`src/rtl/pong_pkg.sv`:
```
// Shared definitions for the pong display pipeline: screen size, field widths,
// colour codes and the box rasterizer state encoding.
package pong_pkg;

   localparam int unsigned X_W     = 9;
   localparam int unsigned Y_W     = 8;
   localparam int unsigned COLOR_W = 3;

   localparam logic [X_W-1:0] SCREEN_WIDTH_DEF  = 9'd320;
   localparam logic [X_W-1:0] SCREEN_HEIGHT_DEF = 9'd240;

   localparam logic [COLOR_W-1:0] COLOR_BLACK   = 3'd0;
   localparam logic [COLOR_W-1:0] COLOR_BLUE    = 3'd1;
   localparam logic [COLOR_W-1:0] COLOR_GREEN   = 3'd2;
   localparam logic [COLOR_W-1:0] COLOR_CYAN    = 3'd3;
   localparam logic [COLOR_W-1:0] COLOR_RED     = 3'd4;
   localparam logic [COLOR_W-1:0] COLOR_MAGENTA = 3'd5;
   localparam logic [COLOR_W-1:0] COLOR_YELLOW  = 3'd6;
   localparam logic [COLOR_W-1:0] COLOR_WHITE   = 3'd7;

   typedef enum logic [1:0] {
      S_IDLE = 2'd0,
      S_DRAW = 2'd1,
      S_DONE = 2'd2
   } box_state_t;

endpackage

```
`src/rtl/box_rasterizer_raster_counter.sv`:
```
// Row-major column/row walker over a w_eff x h_eff rectangle.
module raster_counter #(
   parameter int unsigned W = 9
) (
   input  logic         clock,
   input  logic         reset_n,
   input  logic [W-1:0] i_w_eff,
   input  logic [W-1:0] i_h_eff,
   input  logic         i_load,
   input  logic         i_step,
   output logic [W-1:0] o_col,
   output logic [W-1:0] o_row,
   output logic         o_last
);

   logic [W-1:0] r_col;
   logic [W-1:0] r_row;
   logic         w_col_end;
   logic         w_row_end;

   assign w_col_end = (r_col == i_w_eff - W'(1));
   assign w_row_end = (r_row == i_h_eff - W'(1));

   // Clear on load; otherwise advance one pixel per step, wrapping col into row.
   always_ff @(posedge clock) begin
      if (!reset_n) begin
         r_col <= '0;
         r_row <= '0;
      end else if (i_load) begin
         r_col <= '0;
         r_row <= '0;
      end else if (i_step) begin
         if (w_col_end) begin
            r_col <= '0;
            r_row <= r_row + W'(1);
         end else begin
            r_col <= r_col + W'(1);
         end
      end
   end

   assign o_col  = r_col;
   assign o_row  = r_row;
   assign o_last = w_col_end & w_row_end;

endmodule

```
`src/rtl/box_rasterizer.sv`:
```
// Accepts one rectangle command, clips it to the screen and streams its
// pixels row-major over a valid/ready pixel port.
module box_rasterizer
   import pong_pkg::*;
#(
   parameter logic [X_W-1:0] SCREEN_WIDTH  = SCREEN_WIDTH_DEF,
   parameter logic [X_W-1:0] SCREEN_HEIGHT = SCREEN_HEIGHT_DEF
) (
   input  logic               clock,
   input  logic               reset_n,
   input  logic               s_valid,
   output logic               s_ready,
   input  logic [X_W-1:0]     in_box_x,
   input  logic [X_W-1:0]     in_box_y,
   input  logic [X_W-1:0]     in_box_w,
   input  logic [X_W-1:0]     in_box_h,
   input  logic [COLOR_W-1:0] in_box_color,
   output logic               m_valid,
   input  logic               m_ready,
   output logic [X_W-1:0]     out_x,
   output logic [Y_W-1:0]     out_y,
   output logic [COLOR_W-1:0] out_color,
   output logic               done,
   output logic               busy
);

   box_state_t         r_state;
   logic               r_s_ready;
   logic               r_m_valid;
   logic               r_done;
   logic               r_busy;
   logic [X_W-1:0]     r_x;
   logic [X_W-1:0]     r_y;
   logic [X_W-1:0]     r_w_eff;
   logic [X_W-1:0]     r_h_eff;
   logic [COLOR_W-1:0] r_color;

   logic [X_W:0]       w_rem_w;
   logic [X_W:0]       w_rem_h;
   logic [X_W-1:0]     w_w_clip;
   logic [X_W-1:0]     w_h_clip;
   logic               w_empty;
   logic               w_cmd_xfer;
   logic               w_pix_xfer;
   logic [X_W-1:0]     w_col;
   logic [X_W-1:0]     w_row;
   logic               w_last;

   // Space left to the screen edge, one bit wider so x+w never wraps.
   assign w_rem_w  = {1'b0, SCREEN_WIDTH}  - {1'b0, in_box_x};
   assign w_rem_h  = {1'b0, SCREEN_HEIGHT} - {1'b0, in_box_y};
   assign w_w_clip = ({1'b0, in_box_w} < w_rem_w) ? in_box_w : w_rem_w[X_W-1:0];
   assign w_h_clip = ({1'b0, in_box_h} < w_rem_h) ? in_box_h : w_rem_h[X_W-1:0];
   assign w_empty  = (in_box_x >= SCREEN_WIDTH) || (in_box_y >= SCREEN_HEIGHT) ||
                     (in_box_w == '0) || (in_box_h == '0);

   assign w_cmd_xfer = s_valid & r_s_ready;
   assign w_pix_xfer = r_m_valid & m_ready;

   raster_counter #(
      .W (X_W)
   ) u_raster_counter (
      .clock   (clock),
      .reset_n (reset_n),
      .i_w_eff (r_w_eff),
      .i_h_eff (r_h_eff),
      .i_load  (w_cmd_xfer),
      .i_step  (w_pix_xfer),
      .o_col   (w_col),
      .o_row   (w_row),
      .o_last  (w_last)
   );

   // Command FSM: idle -> draw (skipped for empty boxes) -> one-cycle done.
   always_ff @(posedge clock) begin
      if (!reset_n) begin
         r_state   <= S_IDLE;
         r_s_ready <= 1'b1;
         r_m_valid <= 1'b0;
         r_done    <= 1'b0;
         r_busy    <= 1'b0;
         r_x       <= '0;
         r_y       <= '0;
         r_w_eff   <= '0;
         r_h_eff   <= '0;
         r_color   <= '0;
      end else begin
         case (r_state)
            S_IDLE: begin
               if (s_valid) begin
                  r_x       <= in_box_x;
                  r_y       <= in_box_y;
                  r_w_eff   <= w_w_clip;
                  r_h_eff   <= w_h_clip;
                  r_color   <= in_box_color;
                  r_s_ready <= 1'b0;
                  r_busy    <= 1'b1;
                  if (w_empty) begin
                     r_state <= S_DONE;
                     r_done  <= 1'b1;
                  end else begin
                     r_state   <= S_DRAW;
                     r_m_valid <= 1'b1;
                  end
               end
            end
            S_DRAW: begin
               if (m_ready && w_last) begin
                  r_state   <= S_DONE;
                  r_m_valid <= 1'b0;
                  r_done    <= 1'b1;
               end
            end
            S_DONE: begin
               r_state   <= S_IDLE;
               r_done    <= 1'b0;
               r_busy    <= 1'b0;
               r_s_ready <= 1'b1;
            end
            default: begin
               r_state <= S_IDLE;
            end
         endcase
      end
   end

   // Outputs are forced quiet for as long as reset is asserted, not just after its edge.
   assign s_ready   = r_s_ready & reset_n;
   assign m_valid   = r_m_valid & reset_n;
   assign done      = r_done & reset_n;
   assign busy      = r_busy & reset_n;
   assign out_x     = reset_n ? (r_x + w_col) : '0;
   assign out_y     = reset_n ? Y_W'(r_y + w_row) : '0;
   assign out_color = reset_n ? r_color : '0;

endmodule

```
`config.mk`:
```
export PLATFORM = sky130hd
export DESIGN_NAME = box_rasterizer
export DESIGN_NICKNAME = d
export VERILOG_FILES = /design/src/rtl/pong_pkg.sv /design/src/rtl/box_rasterizer_raster_counter.sv /design/src/rtl/box_rasterizer.sv
export SDC_FILE = /design/constraint.sdc
export NUM_CORES = 1
export LEC_CHECK = 0
export BUFFER_PORTS_ARGS = -buffer_cell sky130_fd_sc_hd__clkbuf_2
export CORE_AREA = 2 2 122 124
export CTS_CLUSTER_DIAMETER = 200
export DETAILED_ROUTE_END_ITERATION = 8
export DIE_AREA = 0 0 124 126
export HOLD_SLACK_MARGIN = 0.03
export SLEW_MARGIN = 25
export SYNTH_ARGS = -nofsm -noshare
export SYNTH_HDL_FRONTEND = slang
export SYNTH_HIERARCHICAL = 1
export SYNTH_SLANG_ARGS = --single-unit
```
`constraint.sdc`:
```
create_clock -name clock -period 3.6 [get_ports clock]
set_clock_uncertainty 0.15 [all_clocks]
set_input_delay 0.18 -clock clock [delete_from_list [all_inputs] [get_ports clock]]
set_output_delay 0.18 -clock clock [all_outputs]
set_load 0.02 [all_outputs]
```
==> flow_summary.json, run 1 <==
{
  "syn_nets": 705,
  "layout-drive-gt1-share_pct": 15.20,
  "avgSynthCellArea_um2": 7.889,
  "synth.distinct_cells": 68,
  "syn2layout_area_growth_pct": 20.70,
  "arrival_ns": 3.38,
  "grt-ovfl-total": 0,
  "yosysSeqAreaShare_pct": 25.38,
  "grt_first_pass_wirelength_mm": 23.92,
  "p_per_area_nw_per_um2": 373.4,
  "p_leak_nw": 2.441,
  "max_freq_mhz": 305.0,
  "drv_slew": 0,
  "vdd_drop_max_v": 0.0001933,
  "cp-start-kind": "input port",
  "path_clk_slew_ns": 0.05,
  "synth-async-reset-ratio_pct": 0,
  "hold_class": "input port to flop",
  "drc_errors": 0,
  "dr.pass1.iters": 5,
  "die-area_um2": 15620,
  "htree_levels": 3,
  "hold_viol": 0,
  "dieWidth_um": 124,
  "cts_root_buf": "clkbuf_16",
  "cp-end-kind": "flop",
  "clkSinkCount": 62,
  "antenna_found_initial": 0,
  "cp.required_ns": 3.70,
  "synth_area_um2": 4891,
  "wl_mm": 14.24,
  "core_area_um2": 14310,
  "post-route-period-util_pct": 91.08,
  "fin_crit_ns": 3.279,
  "path_max_fanout": 13,
  "rsz0062_at_grt": "false",
  "io_buffers": 66,
  "insertion_delay_ns": 0.33,
  "clockBufferDepth": 2,
  "num-fill-cells": 1481,
  "cts_tree": "yes",
  "synth-edff-count": 0,
  "ys_warn_count": 6,
  "num_rows": 44,
  "p_total_w": 0.002204,
  "via_per_inst": 5.500,
  "maxSlewHeadroom_pct": 49.12,
  "finalWeightedCongestion": 0.9165,
  "ys_ff_latch": 62,
  "initial_utilization_pct": 34.17,
  "setup_violations": 0,
  "dpl.hpwl_mm": 10.62,
  "crit_type": "input port to flop",
  "wl_per_cell_um": 16.04,
  "die_h_um": 126,
  "multi_input_area_um2": 3417,
  "drt_iter0_drc": 329,
  "outcome": "complete, no violations",
  "fin_nets": 786,
  "grt_pass1_vias": 4792,
  "grtUsageTotal_pct": 19.16,
  "synth-main-ff-cell": "dfxtp_1",
  "worstMarginPinSlew_ns": 0.7624,
  "grt_max_degree": 36,
  "synthCells": 620,
  "fin_setup_tns_ns": 0,
  "io_pins": 67,
  "max_cap_violations": 0,
  "seq_area_um2": 1241,
  "num_vias": 4884,
  "cts_made_buffers": 9,
  "antenna_cells": 0,
  "postRouteAntennaNets": 0
}
routing by layer:
| layer | up-vias | wire [µm] | global-route usage [%] |
|---|---|---|---|
| met2 | 143 | 6503 | 30.16 |
| met1 | 2268 | 6739 | 26.64 |
| met3 | 33 | 649 | 2.536 |
| met5 | - | 0 | 0 |
| met4 | 0 | 352 | 7.006 |
| li1 | 2440 | - | - |
layout by cell type (no fill, tap or decap), types with 6 or more instances in the layout:
cell type      count
a211oi_1           6
dfxtp_1           62
nor2b_1            6
nor3_1            24
o31ai_1           10
a21o_1             9
clkbuf_2          66
nand3_1           18
a31oi_1           17
a21oi_1           44
buf_4              8
nand2b_1          16
xor2_1            25
and2_1            17
nand4_1           10
o21ai_0           33
o211ai_1           8
clkbuf_16          9
nor2_1            34
inv_1             26
nor4_1             9
ha_1              40
or3_1              7
dlygate4sd3_1     25
nand2_1           62
xnor2_1           19
synthesized netlist by cell type, drive strengths merged, types with 7 or more instances:
master / instances / area (µm²)
xor2: 25 / 219.0
nand4: 10 / 62.56
buf: 10 / 60.05
clkbuf: 20 / 75.07
or3: 8 / 55.05
dfxtp: 62 / 1241
a31oi: 17 / 106.4
nor2: 34 / 127.6
ha: 40 / 500.5
xnor2: 20 / 182.7
o211ai: 8 / 60.06
nand2: 62 / 232.7
and2: 17 / 106.4
nand3: 18 / 90.09
o21ai: 34 / 170.2
nor4: 10 / 68.81
inv: 26 / 97.59
nor3: 26 / 140.1
a21o: 9 / 67.56
nand2b: 16 / 100.1
a21oi: 44 / 220.2
or4: 7 / 63.81
o31ai: 11 / 87.58
worst paths after layout:
path / cells past startpoint / endpoint / slack (ns) / start
setup reg to reg: 13 / r_done$_SDFFE_PN0P_ / 0.38 / r_w_eff[0]$_SDFFE_PN0P_
hold reg to reg: 2 / r_color[2]$_SDFFE_PN0P_ / 0.31 / r_color[2]$_SDFFE_PN0P_
hold / removal: 3 / r_x[0]$_SDFFE_PN0P_ / 0.05 / in_box_x[0]
setup / recovery: 11 / r_h_eff[7]$_SDFFE_PN0P_ / 0.32 / in_box_y[2]
critical path, stage by stage:
cell and delay, ns:
dlygate4sd3_1 0.55, clkbuf_2 0.15, or4_4 0.53, and4_2 0.27
xor2_1 0.14, ha_1 0.29, a21o_1 0.11, a21oi_1 0.11
a221o_1 0.44, or4_1 0.43, a31oi_1 0.17
final cells by class:
class	instances	area share (%)
well taps	184	3.900
repair buffers	100	11.19
inverters	26	1.653
multi-input cells	502	57.88
clock buffers	12	4.175
flip-flops and latches	62	21.03
clock inverters	2	0.1696
logic make-up (layout without fill, tap and decap cells):
logic type               after synthesis  after routing  share of synthesized area, %
AO/OA/AOI/OAI                        172            172                         23.23
AND/OR/NAND/NOR                      237            237                         25.84
adder cells (fa/ha/maj)               42             42                         11.05
flip-flops                            62             62                         25.38
buffers and inverters                 56            140                         4.758
multiplexers                           5              5                         1.074
XOR/XNOR                              46             46                         8.672
repair_timing:
item	4_1_cts	5_1_grt
resized for setup	0	0
hold buffers	25	0
endpoints found under the setup margin	0	8
endpoints found under the hold margin	25	0
setup buffers	0	4
flip-flops by register name (all words and copies together) (netlist names), 2 cells and up:
signal / flops
u_raster_counter/o_row: 9
r_w_eff: 9
r_state: 2
r_y: 8
r_color: 3
r_x: 9
u_raster_counter/o_col: 9
r_h_eff: 9
power by group:
part	leakage, nW	internal, W	switching, W
logic	1.81	0.000263	0.000381
registers	0.508	0.000741	0.0000594
clock network	0.128	0.000474	0.000287
metrics by stage:
step	hold slack (ns)	instances	utilization (%)	worst slack (ns)	area, µm²
after CTS	0.03529	884	41.03	0.1653	5873
after global routing	0.05846	888	41.24	0.06383	5903
after floorplan	0.1660	620	-	0.6659	4891
final	0.05154	888	41.24	0.3210	5903
after global placement	0.2618	845	37.49	0.4172	5366
after detailed placement	0.2710	845	37.49	0.3852	5366
Power figures use the tool's default switching activity.
==> run 2, diff against run 1 <==
- clock period: 3.6 -> 4 ns (I/O delays scaled with it)
==> flow_summary.json, run 2 (synthesized netlist as in run 1, its figures left out) <==
{
  "wl_per_cell_um": 16.13,
  "cts_made_buffers": 9,
  "p_per_area_nw_per_um2": 344.9,
  "finalWeightedCongestion": 0.9007,
  "most-common-layout-cells": "66 x clkbuf_2, 62 x dfxtp_1, 61 x nand2_1",
  "path_max_fanout": 12,
  "crit_type": "input port to flop",
  "syn2layout_area_growth_pct": 17.45,
  "hold-worst-slack_ns": 0.03449,
  "dieWidth_um": 124,
  "cts_tree": "yes",
  "grtUsageTotal_pct": 18.64,
  "htree_levels": 3,
  "max_freq_mhz": 292.0,
  "p_leak_nw": 2.366,
  "hold_class": "input port to flop",
  "maxSlewHeadroom_pct": 44.82,
  "hold_depth": 3,
  "fin_nets": 769,
  "hold_viol": 0,
  "postRouteAntennaNets": 0,
  "final_common_cell": "clkbuf_2",
  "outcome": "complete, no violations",
  "hp-start": "in_box_h[1]",
  "dr.pass1.iters": 4,
  "reg2reg_depth": 12,
  "crit_slowest_cell": "o211ai_1",
  "antenna_found_initial": 0,
  "layout-drive-gt1-share_pct": 15.01,
  "core_area_um2": 14310,
  "antenna_cells": 0,
  "num-fill-cells": 1477,
  "worst_r2r_startpoint": "r_w_eff[0]$_SDFFE_PN0P_",
  "cts_setup_buffers": 0,
  "post-route-period-util_pct": 85.63,
  "slowest_delay_ns": 0.64,
  "r2r_slack_ns": 0.69,
  "post_cts_resized": 0,
  "drv_slew": 0,
  "path_clk_slew_ns": 0.05,
  "r2r_end": "r_done$_SDFFE_PN0P_",
  "grt-ovfl-total": 0,
  "cts-hold-fix-buffers": 14,
  "wl_mm": 14.03,
  "setup_violations": 0,
  "clkSinkCount": 62,
  "clockBufferDepth": 2,
  "die_h_um": 126,
  "dpl.hpwl_mm": 10.63,
  "path_cells": "dlygate4sd3_1 -> clkbuf_2 -> or4_4 -> o21ai_0 -> xor2_1 -> ha_1 -> and4_1 -> o21ai_0 -> o211ai_1 -> a21boi_0 -> o221a_2",
  "cp-start-kind": "input port",
  "cp.required_ns": 4.07,
  "initial_utilization_pct": 34.17,
  "worstMarginPinSlew_ns": 0.8278,
  "hold-path-endpoint": "r_h_eff[1]$_SDFFE_PN0P_",
  "io_pins": 67,
  "drc_errors": 0,
  "io_buffers": 66,
  "die-area_um2": 15620,
  "via_per_inst": 5.620,
  "drt_iter0_drc": 285,
  "grt_pass1_vias": 4767,
  "grt_first_pass_wirelength_mm": 23.34,
  "fin_crit_ns": 3.425,
  "vdd_drop_max_v": 0.0001871,
  "rsz0062_at_grt": "false",
  "crit_top_cell": "o21ai_0",
  "num_vias": 4889,
  "insertion_delay_ns": 0.33,
  "arrival_ns": 3.50,
  "num_rows": 44,
  "cts_root_buf": "clkbuf_16",
  "fin_setup_tns_ns": 0,
  "cp-end-kind": "flop",
  "max_cap_violations": 0,
  "grt_max_degree": 41
}
==> run 2: cell types whose count changed in the layout (fill, tap and decap cells not counted) <==
cell | previous run | this run
buf_12 | 1 | 0
buf_4 | 8 | 3
clkbuf_1 | 2 | 0
clkbuf_8 | 1 | 2
dlygate4sd3_1 | 25 | 14
nand2_1 | 62 | 61
nand2_2 | 0 | 1
==> run 2: worst max path at each step <==
stage                                  startpoint                       to  slack [ns]  depth (start not counted)
after global routing                  in_box_x[4]  r_w_eff[2]$_SDFFE_PN0P_        0.31                         11
after CTS                             in_box_x[4]  r_w_eff[3]$_SDFFE_PN0P_        0.62                         11
after detailed placement  r_w_eff[0]$_SDFFE_PN0P_      r_done$_SDFFE_PN0P_        0.72                         12
after floorplan           r_w_eff[0]$_SDFFE_PN0P_      r_done$_SDFFE_PN0P_        1.07                         14
final                                 in_box_x[4]  r_w_eff[2]$_SDFFE_PN0P_        0.57                         11
after global placement                in_box_x[2]  r_w_eff[2]$_SDFFE_PN0P_        0.82                         10
==> run 2: cell type report <==
| class | instances | area (µm²) | area share (%) |
|---|---|---|---|
| well taps | 184 | 230.2 | 4.008 |
| multi-input cells | 502 | 3420 | 59.53 |
| repair buffers | 83 | 493.0 | 8.582 |
| clock buffers | 11 | 252.7 | 4.400 |
| clock inverters | 2 | 10.01 | 0.1743 |
| flip-flops and latches | 62 | 1241 | 21.61 |
| inverters | 26 | 97.59 | 1.699 |
==> run 2: per-stage QoR <==
step	setup WS (ns)	instance area (µm²)	total power (W)	std cells	util (%)
after floorplan	1.066	4891	0.001121	620	-
after global placement	0.8218	5339	0.001250	843	37.30
after detailed placement	0.7188	5341	0.001271	843	37.32
after CTS	0.6230	5744	0.001986	870	40.13
after global routing	0.3091	5744	0.002088	870	40.13
final	0.5749	5744	0.001981	870	40.13
==> run 2: where the power goes <==
part           leakage [nW]  internal, W  switching, W
clock network         0.133     0.000439      0.000265
registers             0.508     0.000666     0.0000518
logic                  1.73     0.000219      0.000340
total                  2.37      0.00132      0.000657
==> run 2: routing by layer <==
layer  global-route usage [%]  wire, µm  vias up
li1                         -         -     2411
met3                    2.808       597       21
met4                    7.733       273        0
met5                        0         0        -
met2                    29.70      6554      124
met1                    25.01      6607     2333
==> run 2: worst max-delay path: cells and delay by family <==
family / cells / cell delay, ns
simple gates: 2 / 0.70
xor+xnor: 1 / 0.13
fa+ha+maj: 1 / 0.31
compound gates: 5 / 1.46
buf+inv: 2 / 0.70
